### config.mk
export PLATFORM = sky130hd
export DESIGN_NAME = alu_seq_exec
export DESIGN_NICKNAME = d
export VERILOG_FILES = /design/src/rtl/alu_seq_exec.sv
export SDC_FILE = /design/constraint.sdc
export NUM_CORES = 1
export LEC_CHECK = 0
export BUFFER_PORTS_ARGS = -buffer_cell sky130_fd_sc_hd__buf_4
export CORE_AREA = 2 2 133 135
export CTS_CLUSTER_SIZE = 28
export DETAILED_ROUTE_END_ITERATION = 10
export DIE_AREA = 0 0 135 137
export PLACE_DENSITY = 0.92
export SLEW_MARGIN = 10
export SYNTH_ARGS = -nofsm -noshare
export SYNTH_HDL_FRONTEND = slang
export SYNTH_SLANG_ARGS = --single-unit
### constraint.sdc
create_clock -name clk -period 2.27 [get_ports clk]
set_input_delay 0.227 -clock clk [delete_from_list [all_inputs] [get_ports clk]]
set_output_delay 0.227 -clock clk [all_outputs]
set_load 0.05 [all_outputs]
### src/rtl/alu_seq_exec.sv
// alu_seq_exec: multi-cycle ALU execute unit.
//
// Accepts one {ALUOp, a, b} request at a time and returns a registered
// result. Shifts iterate one bit per cycle; every other op (and undefined
// code 15) completes in a single cycle.
//
// Handshake: a request transfers on a rising edge where in_valid & in_ready.
// A result transfers on a rising edge where out_valid & out_ready. in_ready
// is high only in IDLE, out_valid only in DONE, so requests never overlap;
// result/zero/illegal hold until the next result is loaded.
//
// Ports:
//   clk, rst_n        clock, asynchronous active-low reset
//   in_valid/in_ready request handshake
//   ALUOp, a, b       operation code and operands (a[4:0] = shift amount,
//                     b = value being shifted)
//   out_valid/out_ready result handshake
//   result, zero      registered result, (result == 0)
//   illegal           accepted op code was undefined
//   dbg_state         current FSM state (IDLE=0, SHIFT=1, DONE=2)
module alu_seq_exec #(
  parameter int WIDTH = 32
) (
  input  logic             clk,
  input  logic             rst_n,
  input  logic             in_valid,
  output logic             in_ready,
  input  logic [3:0]       ALUOp,
  input  logic [WIDTH-1:0] a,
  input  logic [WIDTH-1:0] b,
  output logic             out_valid,
  input  logic             out_ready,
  output logic [WIDTH-1:0] result,
  output logic             zero,
  output logic             illegal,
  output logic [1:0]       dbg_state
);

  localparam logic [3:0] OP_ADD = 4'd0,  OP_SUB = 4'd1,  OP_AND = 4'd2;
  localparam logic [3:0] OP_OR  = 4'd3,  OP_XOR = 4'd4,  OP_SLL = 4'd5;
  localparam logic [3:0] OP_SRL = 4'd6,  OP_NOR = 4'd7,  OP_SLT = 4'd8;
  localparam logic [3:0] OP_SLE = 4'd9,  OP_SEQ = 4'd10, OP_SNE = 4'd11;
  localparam logic [3:0] OP_SGT = 4'd12, OP_SGE = 4'd13, OP_SRA = 4'd14;

  typedef enum logic [1:0] {
    IDLE  = 2'd0,
    SHIFT = 2'd1,
    DONE  = 2'd2
  } state_t;

  state_t           state, state_nx;
  logic [4:0]       cnt;
  logic [WIDTH-1:0] work;
  logic [3:0]       op_q;

  logic             accept;
  logic             is_shift;
  logic             multi;
  logic [4:0]       amt;
  logic [WIDTH-1:0] alu_res;
  logic             alu_ill;
  logic signed [WIDTH-1:0] sa, sb;

  // One-bit shift step for the three shift flavours.
  function automatic logic [WIDTH-1:0] shift_step(input logic [3:0] op,
                                                  input logic [WIDTH-1:0] v);
    case (op)
      OP_SLL:  shift_step = {v[WIDTH-2:0], 1'b0};
      OP_SRL:  shift_step = {1'b0, v[WIDTH-1:1]};
      default: shift_step = {v[WIDTH-1], v[WIDTH-1:1]};
    endcase
  endfunction

  assign in_ready  = (state == IDLE);
  assign out_valid = (state == DONE);
  assign dbg_state = state;
  assign zero      = (result == '0);

  assign accept   = in_valid & in_ready;
  assign amt      = a[4:0];
  assign is_shift = (ALUOp == OP_SLL) || (ALUOp == OP_SRL) || (ALUOp == OP_SRA);
  // Amounts 0 and 1 finish in the accept cycle; larger amounts iterate.
  assign multi    = is_shift && (amt > 5'd1);
  assign sa       = a;
  assign sb       = b;

  // Single-cycle result computed from the live inputs at acceptance.
  always_comb begin
    alu_res = '0;
    alu_ill = 1'b0;
    case (ALUOp)
      OP_ADD: alu_res = a + b;
      OP_SUB: alu_res = a - b;
      OP_AND: alu_res = a & b;
      OP_OR:  alu_res = a | b;
      OP_XOR: alu_res = a ^ b;
      OP_NOR: alu_res = ~(a | b);
      OP_SLL, OP_SRL, OP_SRA:
        alu_res = (amt == 5'd0) ? b : shift_step(ALUOp, b);
      OP_SLT: alu_res = {{(WIDTH-1){1'b0}}, (sa <  sb)};
      OP_SLE: alu_res = {{(WIDTH-1){1'b0}}, (sa <= sb)};
      OP_SEQ: alu_res = {{(WIDTH-1){1'b0}}, (a == b)};
      OP_SNE: alu_res = {{(WIDTH-1){1'b0}}, (a != b)};
      OP_SGT: alu_res = {{(WIDTH-1){1'b0}}, (sa >  sb)};
      OP_SGE: alu_res = {{(WIDTH-1){1'b0}}, (sa >= sb)};
      default: alu_ill = 1'b1;
    endcase
  end

  // Next-state logic.
  always_comb begin
    state_nx = state;
    case (state)
      IDLE:    if (accept) state_nx = multi ? SHIFT : DONE;
      SHIFT:   if (cnt == 5'd1) state_nx = DONE;
      DONE:    if (out_ready) state_nx = IDLE;
      default: state_nx = IDLE;
    endcase
  end

  always_ff @(posedge clk or negedge rst_n) begin
    if (!rst_n) state <= IDLE;
    else        state <= state_nx;
  end

  // Datapath. The accept edge already performs the first shift step, so
  // SHIFT runs amt-1 cycles and a shift by N reports out_valid N cycles
  // after acceptance, the same cadence as a single-cycle op for N = 1.
  always_ff @(posedge clk or negedge rst_n) begin
    if (!rst_n) begin
      cnt     <= '0;
      work    <= '0;
      op_q    <= '0;
      result  <= '0;
      illegal <= 1'b0;
    end else begin
      case (state)
        IDLE: begin
          if (accept) begin
            op_q <= ALUOp;
            if (multi) begin
              work <= shift_step(ALUOp, b);
              cnt  <= amt - 5'd1;
            end else begin
              result  <= alu_res;
              illegal <= alu_ill;
            end
          end
        end
        SHIFT: begin
          work <= shift_step(op_q, work);
          cnt  <= cnt - 5'd1;
          if (cnt == 5'd1) begin
            result  <= shift_step(op_q, work);
            illegal <= 1'b0;
          end
        end
        default: ;
      endcase
    end
  end

endmodule

==> results.py, run 1 <==
metrics = {
    "outcome": {
        "status": "did not finish",
        "stop_stage": "global routing",
        "error": "[ERROR GRT-0116] Global routing finished with congestion. Check the congestion regions in the DRC Viewer.",
    },
    "clocking": {
        "cts_buffer_depth": 2,
        "cts-root-buf": "clkbuf_16",
        "htree_levels": 3,
        "cts_buffers": 9,
        "cts.sinks": 76,
    },
    "placement": {
        "place_inst": 2034,
        "post-dp-hpwl_mm": 36.72,
        "portBuffers": 109,
        "gp_congestion": 1.134,
        "dpl_cell_area_um2": 13950,
    },
    "die": {
        "die_height_um": 137,
        "die_w_um": 135,
        "ios": 110,
        "fp-row-count": 48,
        "start_util_pct": 58.75,
    },
    "grt": {
        "overflow": 315,
        "gr-usage-all-layers_pct": 83.68,
        "grt_pass1_vias": 18802,
        "grt_first_pass_wirelength_mm": 119.7,
        "grt_start_max_net_pins": 45,
    },
    "logic_synthesis": {
        "synth.area.top_cells": "dfrtp_1 (19%), ha_1 (12%), nand2_1 (7.9%), a21oi_1 (6.8%), o21ai_0 (5.9%)",
        "synth.most_common_cell": "nand2_1",
        "synth_cells": 1430,
        "ys_ff_latch": 76,
        "ys_async_sr_fraction_pct": 100.0,
        "synth_nets": 1604,
        "synthFlopType": "dfrtp_1",
        "synth_edf_count": 0,
        "synth_top_cell_area_share_pct": 18.98,
        "synth_area_um2": 10020,
        "syn_avg_cell_area_um2": 7.008,
        "synth.distinct_cells": 74,
        "yosysSeqAreaShare_pct": 18.98,
        "synth_common_cells": "nand2_1 (212), a21oi_1 (137), nor2_1 (136), o21ai_0 (118), inv_1 (102)",
        "yosysTopAreaCell": "dfrtp_1",
        "yosysWarningCount": 0,
    },
}
## metrics by stage
| step | utilization (%) | setup WS, ps |
|---|---|---|
| floorplan | - | -476.4 |
| global placement | 81.76 | -789.9 |
| detailed placement | 81.76 | -1150 |
| CTS | 88.97 | -348.5 |
## routing by layer
metal  overflow  global-route usage, %
met2        191                  98.53
met3          6                  72.26
met4        109                  86.00
met5          3                  37.78
met1          6                  81.54
## logic make-up after synthesis
| kind of cell | synth area share [%] |
|---|---|
| adders and majority gates | 12.89 |
| buffers and inverters | 7.879 |
| muxes | 5.993 |
| AOI/OAI and AO/OA | 31.88 |
| and+or+nand+nor | 21.69 |
| xor gates and xnor gates | 0.6992 |
| DFF | 18.98 |
## timing repair
item | in CTS
buffers inserted | 29
gates resized for setup | 170
gates cloned | 0
endpoints found under the hold margin | 43
setup endpoints to repair | 31
hold buffers | 1
pin swaps | 99
==> run 2, diff against run 1 <==
--- a/config.mk
+++ b/config.mk
@@ -6,11 +6,10 @@
 export NUM_CORES = 1
 export LEC_CHECK = 0
 export BUFFER_PORTS_ARGS = -buffer_cell sky130_fd_sc_hd__buf_4
-export CORE_AREA = 2 2 133 135
-export CTS_CLUSTER_SIZE = 28
+export CORE_AREA = 2 2 162 164
 export DETAILED_ROUTE_END_ITERATION = 10
-export DIE_AREA = 0 0 135 137
-export PLACE_DENSITY = 0.92
+export DIE_AREA = 0 0 164 166
+export PLACE_DENSITY_LB_ADDON = 0.15
 export SLEW_MARGIN = 10
 export SYNTH_ARGS = -nofsm -noshare
 export SYNTH_HDL_FRONTEND = slang
==> results.py, run 2 <==
metrics = {
    "die": {
        "die_area_um2": 27220,
        "fp-row-count": 59,
        "die_height_um": 166,
        "core_area_um2": 25620,
        "ios": 110,
        "start_util_pct": 39.12,
        "die_w_um": 164,
    },
    "detailed_routing": {
        "antenna_left": 0,
        "via_count": 13076,
        "via_per_inst": 5.866,
        "drt_iter0_drc": 1304,
        "drc": 0,
        "wire_per_inst_um": 20.48,
        "wl_mm": 45.64,
        "first_pass_iters": 6,
    },
    "cells_and_area": {
        "reg_top3": "result (32), work (32), cnt (5)",
        "final_cells": 2229,
        "final_cell_mix": "buf_4 (512), nand2_1 (208), nor2_1 (126)",
        "fin_area_um2": 15830,
        "drive_gt1_share_pct": 40.81,
        "antenna_cells": 0,
        "layout_commonest_cell": "buf_4",
        "nets": 2064,
        "area_growth_syn_to_layout_pct": 58.01,
    },
    "clocking": {
        "clock_latency_ps": 340,
        "path_clk_slew_ps": 60,
        "cts_buffers": 9,
        "cts_tree": "yes",
        "cts-root-buf": "clkbuf_16",
        "cts_buffer_depth": 2,
        "htree_levels": 3,
        "cts.sinks": 76,
    },
    "logic_synthesis": {
        "ys_async_sr_fraction_pct": 100.0,
        "synth_nets": 1604,
        "synth_cells": 1430,
        "synth_area_um2": 10020,
        "synth.area.top_cells": "dfrtp_1 (19%), ha_1 (12%), nand2_1 (7.9%), a21oi_1 (6.8%), o21ai_0 (5.9%)",
        "synthFlopType": "dfrtp_1",
        "synth.most_common_cell": "nand2_1",
        "yosysTopAreaCell": "dfrtp_1",
        "ys_ff_latch": 76,
        "synth_common_cells": "nand2_1 (212), a21oi_1 (137), nor2_1 (136), o21ai_0 (118), inv_1 (102)",
        "yosysWarningCount": 0,
        "synth.distinct_cells": 74,
        "synth_edf_count": 0,
        "syn_avg_cell_area_um2": 7.008,
        "yosysSeqAreaShare_pct": 18.98,
        "synth_top_cell_area_share_pct": 18.98,
    },
    "worst_setup_path": {
        "cpPeakStageDelay_ps": 400,
        "crit_path_cell_trace": "buf_12, inv_12, ha_4, inv_2, fa_2, nor2b_4, o211ai_1, buf_4, a211oi_4, a211oi_2, buf_4, buf_6, o21ai_4, o41a_1, a221o_1, o21ai_2, a21oi_2, a21o_1",
        "required_ps": 2510,
        "crit_slowest_cell": "fa_2",
        "cp_common_cell": "buf_4",
        "critPathLaunch": "a[0]",
        "critPathLaunchType": "input pin",
        "critPathKind": "in -> reg",
        "critPathMaxFanout": 3,
        "critical_path_buf_inv_count": 6,
        "reg2reg_from": "cnt[1]",
        "arrival_ps": 2940,
        "end_kind": "flop",
        "crit_family": "compound AO/OA/AOI/OAI gates",
        "reg2reg_slack_ps": 60,
    },
    "sta": {
        "worstMarginPinSlew_ps": 878.2,
        "final.min_clock_period_ps": 2698,
        "hold_slack_ps": 77.18,
        "skew_ps": 8.853,
        "fmax_mhz": 370.6,
        "maxSlewViolCount": 0,
        "rsz0062_at_grt": "true",
        "finalSetupViolations": 24,
        "setup_slack_ps": -428.2,
        "post-route-period-util_pct": 118.9,
        "slew_headroom_pct": 40.53,
        "hold_violations": 0,
    },
    "grt": {
        "gr-usage-all-layers_pct": 32.75,
        "grt_pass1_vias": 12769,
        "grt_start_max_net_pins": 33,
        "grt_first_pass_wirelength_mm": 69.90,
        "antenna_found_initial": 0,
        "overflow": 0,
    },
    "pwr": {
        "seq_power_share_pct": 24.6,
        "sw_frac_of_total_pct": 48.32,
        "switching_power_mw": 5.267,
        "power_frac_comb_pct": 61.5,
        "p_leak_nw": 7.359,
        "intPower_mw": 5.634,
        "clockPowerShare_pct": 13.8,
        "vdd_ir_drop_max_mv": 0.9962,
        "power_density_nw_per_um2": 688.5,
    },
    "placement": {
        "dpl_cell_area_um2": 14520,
        "portBuffers": 109,
        "place_inst": 2193,
        "post-dp-hpwl_mm": 35.86,
        "gp_congestion": 0.9678,
    },
    "outcome": {
        "violations": "setup timing",
        "status": "finished, violations left",
    },
    "hold_path": {
        "hp-start": "out_ready",
        "hold_class": "in -> reg",
    },
    "job": {
        "cap_violations": 0,
    },
}
[run 2: kinds of logic (layout without fill, tap and decap cells)]
group,count (synthesis),in the layout,share of synthesized area (%)
buffers and inverters,201,665,7.879
multiplexers,58,58,5.993
AO/OA/AOI/OAI,491,491,31.88
flip-flops,76,76,18.98
adder cells (fa/ha/maj),102,102,12.89
AND/OR/NAND/NOR,494,494,21.69
XOR/XNOR,8,8,0.6992
[run 2: path summary, 6_finish.rpt]
| check | endpoint | cells past startpoint |
|---|---|---|
| max | result[22] | 18 |
| min | dbg_state[1] | 2 |
| max reg2reg | result[26] | 9 |
| min reg2reg | illegal | 2 |
| max in group asynchronous | result[20] | 3 |
| min in group asynchronous | result[6] | 2 |
[run 2: cell type report]
class / count / area, µm²
inverters: 105 / 429.2
multi-input cells: 1153 / 8446
fillers: 2365 / 9782
flip-flops and latches: 76 / 1902
well taps: 335 / 419.2
clock buffers: 11 / 252.7
clock inverters: 4 / 48.80
repair buffers: 545 / 4337
[run 2: timing repair]
action	in CTS	in global routing
pin swaps	49	78
hold endpoints to repair	30	0
resized for setup	63	126
hold buffers	1	0
buffers inserted	10	13
setup endpoints to repair	27	34
[run 2: metal layers]
metal  vias up  track usage [%]  part of all wire [%]
li1       6078                -                     -
met1      6158            40.75                    39
met2       662            55.30                    48
met3       178            3.746                   6.8
met4         0            17.09                   6.0
met5         -                0                     0
[run 2: per-stage QoR]
step / worst slack, ps / power, mW / TNS, ps / utilization, %
floorplan: -476.4 / 6.123 / -2708 / -
global placement: -868.1 / 8.758 / -18050 / 56.67
detailed placement: -978.3 / 8.860 / -18870 / 56.67
CTS: -405.6 / 10.52 / -4826 / 59.26
global route: -511.5 / 11.51 / -7196 / 61.81
finish: -428.2 / 10.90 / -4998 / 61.81
[run 2: power groups by stage]
| stage | logic, mW | clock network [mW] | registers [mW] |
|---|---|---|---|
| after global placement | 6.12 | 0 | 2.64 |
| after CTS | 6.36 | 1.52 | 2.64 |
| after global routing | 7.18 | 1.58 | 2.76 |
| after detailed placement | 6.20 | 0 | 2.66 |
| after floorplan | 2.71 | 0 | 3.42 |
| final | 6.71 | 1.51 | 2.69 |
No activity file was read; power rests on OpenSTA's default activity.
